===== src/rtl/mem_port_arbiter.sv =====
// Two-requester (fetch / load-store) arbiter for a single-port fixed-latency memory.
// Optional ARB_PERF_CNT_EN adds stall-cycle counters perf_if_wait / perf_mem_wait.
module mem_port_arbiter #(
    parameter int MEM_LATENCY  = 2,
    parameter int STARVE_LIMIT = 4
) (
    input  logic        clk,
    input  logic        rst,
    input  logic        i_req,
    input  logic [31:0] i_addr,
    output logic        i_valid,
    output logic [31:0] i_rdata,
    input  logic        d_req,
    input  logic        d_we,
    input  logic [31:0] d_addr,
    input  logic [31:0] d_wdata,
    input  logic [2:0]  d_u_b_h_w,
    output logic        d_valid,
    output logic [31:0] d_rdata,
    output logic        stall_if,
    output logic        stall_mem,
    output logic        mem_en,
    output logic        mem_we,
    output logic [31:0] mem_addr,
    output logic [31:0] mem_wdata,
    output logic [2:0]  mem_u_b_h_w,
    input  logic [31:0] mem_rdata
`ifdef ARB_PERF_CNT_EN
    ,
    output logic [31:0] perf_if_wait,
    output logic [31:0] perf_mem_wait
`endif
);
    typedef enum logic [1:0] {IDLE, ACCESS, RESP} state_t;

    localparam logic OWN_FETCH = 1'b0;
    localparam logic OWN_DATA  = 1'b1;

    state_t      state_q, state_d;
    logic        owner_q;
    logic        we_q;
    logic        first_q;
    logic [3:0]  lat_cnt;
    logic [3:0]  starve_cnt;
    logic        grant_i, grant_d;

    always_comb begin
        state_d = state_q;
        grant_i = 1'b0;
        grant_d = 1'b0;
        case (state_q)
            IDLE: begin
                // A fetch that has waited out STARVE_LIMIT data grants goes first.
                if (i_req && starve_cnt == 4'(STARVE_LIMIT)) grant_i = 1'b1;
                else if (d_req)                              grant_d = 1'b1;
                else if (i_req)                              grant_i = 1'b1;
                if (grant_i || grant_d) state_d = ACCESS;
            end
            ACCESS:  if (lat_cnt == 4'd0) state_d = RESP;
            RESP:    state_d = IDLE;
            default: state_d = IDLE;
        endcase
    end

    always_ff @(posedge clk) begin
        if (rst) begin
            state_q     <= IDLE;
            owner_q     <= OWN_FETCH;
            we_q        <= 1'b0;
            first_q     <= 1'b0;
            lat_cnt     <= 4'd0;
            starve_cnt  <= 4'd0;
            mem_addr    <= 32'd0;
            mem_wdata   <= 32'd0;
            mem_u_b_h_w <= 3'd0;
            i_rdata     <= 32'd0;
            d_rdata     <= 32'd0;
        end else begin
            state_q <= state_d;
            if (grant_i || grant_d) begin
                owner_q     <= grant_d ? OWN_DATA : OWN_FETCH;
                we_q        <= grant_d & d_we;
                first_q     <= 1'b1;
                lat_cnt     <= 4'(MEM_LATENCY - 1);
                mem_addr    <= grant_d ? d_addr : i_addr;
                mem_wdata   <= grant_d ? d_wdata : 32'd0;
                mem_u_b_h_w <= grant_d ? d_u_b_h_w : 3'b010;
            end
            if (grant_i)
                starve_cnt <= 4'd0;
            else if (grant_d && i_req && starve_cnt != 4'(STARVE_LIMIT))
                starve_cnt <= starve_cnt + 4'd1;
            if (state_q == ACCESS) begin
                first_q <= 1'b0;
                if (lat_cnt != 4'd0)
                    lat_cnt <= lat_cnt - 4'd1;
                else if (owner_q == OWN_DATA)
                    d_rdata <= we_q ? 32'd0 : mem_rdata;
                else
                    i_rdata <= mem_rdata;
            end
        end
    end

    assign mem_en    = (state_q == ACCESS);
    assign mem_we    = mem_en & first_q & we_q;
    assign i_valid   = (state_q == RESP) & (owner_q == OWN_FETCH);
    assign d_valid   = (state_q == RESP) & (owner_q == OWN_DATA);
    assign stall_if  = i_req & ~i_valid;
    assign stall_mem = d_req & ~d_valid;

`ifdef ARB_PERF_CNT_EN
    always_ff @(posedge clk) begin
        if (rst) begin
            perf_if_wait  <= 32'd0;
            perf_mem_wait <= 32'd0;
        end else begin
            perf_if_wait  <= perf_if_wait + 32'(stall_if);
            perf_mem_wait <= perf_mem_wait + 32'(stall_mem);
        end
    end
`endif
endmodule


===== config.mk =====
export PLATFORM = sky130hd
export DESIGN_NAME = mem_port_arbiter
export DESIGN_NICKNAME = d
export VERILOG_FILES = /design/src/rtl/mem_port_arbiter.sv
export SDC_FILE = /design/constraint.sdc
export NUM_CORES = 1
export LEC_CHECK = 0
export BUFFER_PORTS_ARGS = -buffer_cell sky130_fd_sc_hd__buf_2
export CAP_MARGIN = 15
export CELL_PAD_IN_SITES_DETAIL_PLACEMENT = 0
export CELL_PAD_IN_SITES_GLOBAL_PLACEMENT = 1
export CORE_MARGIN = 2
export CORE_UTILIZATION = 34
export DETAILED_ROUTE_END_ITERATION = 7
export PLACE_DENSITY_LB_ADDON = 0.1
export RECOVER_POWER = 50
export SETUP_SLACK_MARGIN = 0.3
export SLEW_MARGIN = 20
export SYNTH_ARGS = -nofsm -noshare
export SYNTH_HDL_FRONTEND = slang
export SYNTH_SLANG_ARGS = --single-unit

===== constraint.sdc =====
create_clock -name clk -period 3.1 [get_ports clk]
set_clock_uncertainty 0.05 [all_clocks]
set_input_delay 0.62 -clock clk [delete_from_list [all_inputs] [get_ports clk]]
set_output_delay 0.62 -clock clk [all_outputs]
set_load 0.1 [all_outputs]

Word-level counts from Yosys, hierarchy flattened:

Index checks and enable logic that the tools add are counted.

* register bits after elaboration: 144
* word-level logic and storage cells: 63
* output and inout port bits: 137
* input port bits: 136

* equality and inequality tests: 6
* reductions and logical operators: 13
* add/sub/neg operators: 2
* multiplexer cells: 20
* bitwise operators: 11

Operators by type and width (count)
* $mux W32: 3
* $mux W4: 3
* $mux W1: 10
* $and A1 B1 Y1: 7
* $reduce_and A3 Y1: 2
* $add A4 B1 Y4 const B: 1
* $eq A4 B3 Y1 const B: 1
* $logic_not A4 Y1: 1
* $mux W2: 2
* $ne A4 B3 Y1 const B: 1
* $not A1 Y1: 4
* $pmux W2 S2: 1
* $reduce_bool A4 Y1: 1
* $reduce_or A2 Y1: 2
* $sub A4 B1 Y4 const B: 1
* $logic_and A1 B1 Y1: 3
* $mux W3: 1
* $eq A2 B1 Y1 const B: 1
* $eq A2 B2 Y1 const B: 1
* $logic_not A2 Y1: 1
* $logic_or A1 B1 Y1: 2
* $ne A2 B1 Y1 const B: 1
* $ne A2 B2 Y1 const B: 1
* $reduce_and A2 Y1: 1

Logic depth before layout (Yosys ltp):

* word-level depth: 9
* gate-level depth with buffers: 9
* depth with buffers taken out: 6

Worst setup path before layout:

OpenSTA, ideal clock, no wires.

* path type: register to output
* start: reg owner_q
* end: out stall_if
* data arrival time: 3944 ps
* path slack: -1514 ps
* cell stages (with the launch flop): 3
* data required time: 2430 ps
* path through: dfxtp_1 > nor3b_1 > nor2b_1

* cells in the longest elaborated chain, start to end: 4

RTL lines
* from (decl): line 40 `logic owner_q;`
* from (signal assigned): line 81 `owner_q <= grant_d ? OWN_DATA : OWN_FETCH;`
* $not A1 Y1 (no line)
* $and A1 B1 Y1: line 107 `assign i_valid = (state_q == RESP) & (owner_q == OWN_FETCH);`
* named net i_valid: line 11 `output logic i_valid,`
* $not A1 Y1: line 109 `assign stall_if = i_req & ~i_valid;`
* $and A1 B1 Y1: line 109
* to (decl): line 20 `output logic stall_if,`

The timed path passes the listed nets, and every way through them passes these cells.

Final worst setup path:

* start: reg state_q[0]
* end: out mem_we

* cells in the longest elaborated chain, start to end: 3

RTL lines
* from (decl): line 39 `state_t state_q, state_d;`
* from (signal assigned): line 79 `state_q <= state_d;`
* $eq A2 B1 Y1: line 105 `assign mem_en = (state_q == ACCESS);`
* $and A1 B1 Y1 (2 in series): line 106 `assign mem_we = mem_en & first_q & we_q;`
* to (decl): line 23 `output logic mem_we,`

No other way between the ends.

==> flow_summary_export.csv <==
group,metric,value,unit
outcome,outcome,"complete, but fails checks",
outcome,violations,"max-capacitance violations, max-slew violations",
synth,number_of_flops_mapped_to_enable_cells_by_yosys,0,
synth,synth_xor_area_share,0,%
synth,synth.mux.area_fraction,0,%
floorplan,rows,46,
global_routing,grt_util_met3,5.363,%
critical_path,crit_path_start_kind,"flop",
synth,yosys.area.top_type_share,52.35,%
global_routing,first_global_vias,5398,
finish,n_fill_cell,1685,
synth,synth_compound_gate_area_share,19.68,%
clocking,max-clock-path-buffers,2,
floorplan,pin_count,273,
critical_path,cp_max_stage_delay,0.43,ns
global_routing,largest_net_degree_at_the_start_of_global_routing,76,
synth,synth.avg_cell_area,8.280,sq um
critical_path,crit_required,2.43,ns
synth,syn_nets,804,
detailed_routing,ant_nets,0,
sta,final_min_period_over_clock_period,82.88,%
clocking,postCtsSetupRepairBufs,0,
synth,area_share_of_and_or_nand_nor_cells_after_synthesis,22.63,%
synth,post_synth_most_frequent_cells,"sky130_fd_sc_hd__dfxtp_1, sky130_fd_sc_hd__nand2_1, sky130_fd_sc_hd__a21oi_1",
clocking,cts_root_buf,"sky130_fd_sc_hd__clkbuf_16",
min_path,worstHoldPathType,"in2reg",
floorplan,die_area,17230,sq um
placement,dp_hpwl,11750,microns
detailed_routing,route.detailed.vias_per_inst,4.891,
synth,post_synth_inst_count,665,
sta,setup_violations_final,0,
sta,post-route-worst-setup-slack,0.5308,ns
placement,placed_area,7074,sq um
pwr,leakagePower,0.002997,uW
finish,post-route-cell-area,7525,sq um
synth,synth-main-ff-cell,"sky130_fd_sc_hd__dfxtp_1",
finish,seqCellArea,2883,sq um
detailed_routing,routedWlPerCell,14.79,microns
finish,diode_count,0,
synth,synth_warnings,0,
global_routing,grt_pass1_wl,27100,microns
clocking,cts.hold.buffers_added,0,
detailed_routing,routed-via-count,5590,
finish,drive_gt1_share,21.25,%
sta,worst_pin_slew,1.552,ns
sta,final-hold-violation-count,0,
synth,synth.yosys.seq_area_share,52.35,%
critical_path,worstPathArrival,1.90,ns
global_routing,global_route.usage.total,19.27,%
synth,yosys.area_share.adder,0.6817,%
clocking,clk_pin_slew,0.06,ns
placement,place_worst_setup_slack,0.7525,ns
clocking,clock_tree.htree_level_count,4,
pwr,power-per-cell-area,807.3,nW/um^2
pwr,vdd.ir_drop.worst,0.0003691,V
placement,place.gp.congestion,0.7752,
clocking,cts_buffers,17,
synth,synth.lib_cells_used.distinct,34,
clocking,insertion_delay,0.42,ns
pwr,report.power.total,6075,uW
sta,final.setup.tns,0,ns
job,maxCapViolCount,1,
floorplan,fp.coreArea,15890,sq um
floorplan,floorplan.die.width,131.3,microns
critical_path,end_kind,"output port",
sta,final.min_clock_period,2.569,ns
global_routing,initial_antenna_violation_count,0,
placement,port_buffers,272,
global_routing,grt_util_met1,23.55,%
clocking,clock_sink_count,144,
critical_path,cp_slowest_cell,"sky130_fd_sc_hd__buf_2",
critical_path,worst-path-max-fanout,10,
synth,largest_family_of_logic_cells_by_synthesized_area,"simple AND/OR/NAND/NOR gates",
synth,synth.top_cells.by_area,"sky130_fd_sc_hd__dfxtp_1, sky130_fd_sc_hd__a21oi_1, sky130_fd_sc_hd__nand2_1, sky130_fd_sc_hd__nor2_1, sky130_fd_sc_hd__a22oi_1",
detailed_routing,detail_route.iter0.violations,214,
sta,rsz0062_at_grt,"false",
global_routing,gr-total-overflow,0,
clocking,tritoncts,"built",
floorplan,starting_density_of_the_core,34.66,%
finish,total_area_of_multi_input_combinational_cells,2402,sq um
detailed_routing,route.final.wire_length,16910,microns
detailed_routing,detail_route.first_pass.iterations,5,
finish,synthToLayoutAreaGrowth,36.65,%
synth,async_flop_share,0,%
critical_path,path_cells,"nand2b_1, inv_2, and3_1, buf_2",
synth,synth_most_common_cell,"sky130_fd_sc_hd__dfxtp_1",
critical_path,criticalPathCategory,"reg2out",
detailed_routing,post-route-drc-count,0,
sta,relSlewSlack,-3.448,%
clocking,cts.repair.resized,0,
synth,mappedNetlistArea,5507,sq um
sta,timing.final.max_slew_violations,76,
synth,synth_top_cell_by_area,"sky130_fd_sc_hd__dfxtp_1",
sta,max_clock_freq,389.2,MHz
synth,yosys_register_bits,144,
floorplan,chip_height,131.3,microns
global_routing,global_route.peak_usage_layer,"met2",
finish,finish.net_count,1054,
global_routing,gr-usage-met2,31.84,%
==> placed cells by master, fill, tap and decap left out, drive strengths merged, types with 3 or more instances in the layout <==
cell and n:
buf 159, clkbuf 150, dfxtp 144, nand2 133, a21oi 103, nor2 77, a22oi 35, nand3b 34
a211oi 33, nor3 6, inv 6, nand3 5, clkinv 5, nand2b 4, bufinv 4, o21ai 4
ha 3, and3 3
==> logic make-up after synthesis <==
logic type / count (synthesis)
AND/OR/NAND/NOR: 275
AO/OA/AOI/OAI: 180
flip-flops: 144
buffers and inverters: 63
adder cells (fa/ha/maj): 3
==> worst max-delay path: cells and delay by family, from the launching register on <==
family	cells	cell delay, ns
buffers and inverters	2	0.62
AND/OR/NAND/NOR	2	0.43
flip-flops	1	0.42
==> final timing paths <==
| path | startpoint | to | slack (ns) | cells past startpoint |
|---|---|---|---|---|
| worst max-delay path | state_q[0] | mem_we | 0.53 | 4 |
| worst min-delay path | i_addr[10] | mem_addr[10] | 0.38 | 3 |
| worst max register to register | starve_cnt[0] | mem_wdata[18] | 0.89 | 7 |
| worst min register to register | d_rdata[23] | d_rdata[23] | 0.40 | 2 |
==> area by class of cell <==
type,count,share of cell area (%)
Sequential cell,144,38.31
Clock inverter,10,2.128
Tap cell,216,3.592
Multi-Input combinational cell,458,31.93
Inverter,6,0.2993
Timing Repair Buffer,288,17.63
Clock buffer,21,6.119
==> registers in the layout (all words and copies together) (netlist names) <==
register	count
d_rdata	32
i_rdata	32
mem_addr	32
mem_wdata	32
lat_cnt	4
starve_cnt	4
mem_u_b_h_w	3
state_q	2
first_q	1
owner_q	1
we_q	1
==> power breakdown <==
part / internal, uW / switching (uW)
Clock: 1380 / 775
Sequential: 2010 / 84.6
Combinational: 316 / 1510
==> per-stage QoR <==
| step | hold slack, ns | util (%) | cells |
|---|---|---|---|
| 6_report | 0.3844 | 47.37 | 1143 |
| 4_1_cts | 0.3691 | 48.44 | 1143 |
| 5_1_grt | 0.3797 | 47.37 | 1143 |
| 3_3_place_gp | 0.3859 | 44.53 | 1112 |
| 3_5_place_dp | 0.3932 | 44.53 | 1112 |
| 2_1_floorplan | 0.4119 | - | 665 |
==> metal layers <==
| metal | wire length (microns) | share of wire, % |
|---|---|---|
| met1 | 7384 | 44 |
| met2 | 8009 | 47 |
| met3 | 1133 | 6.7 |
| met4 | 382 | 2.3 |
| met5 | 0 | 0 |
(Power assumes the default switching activity.)
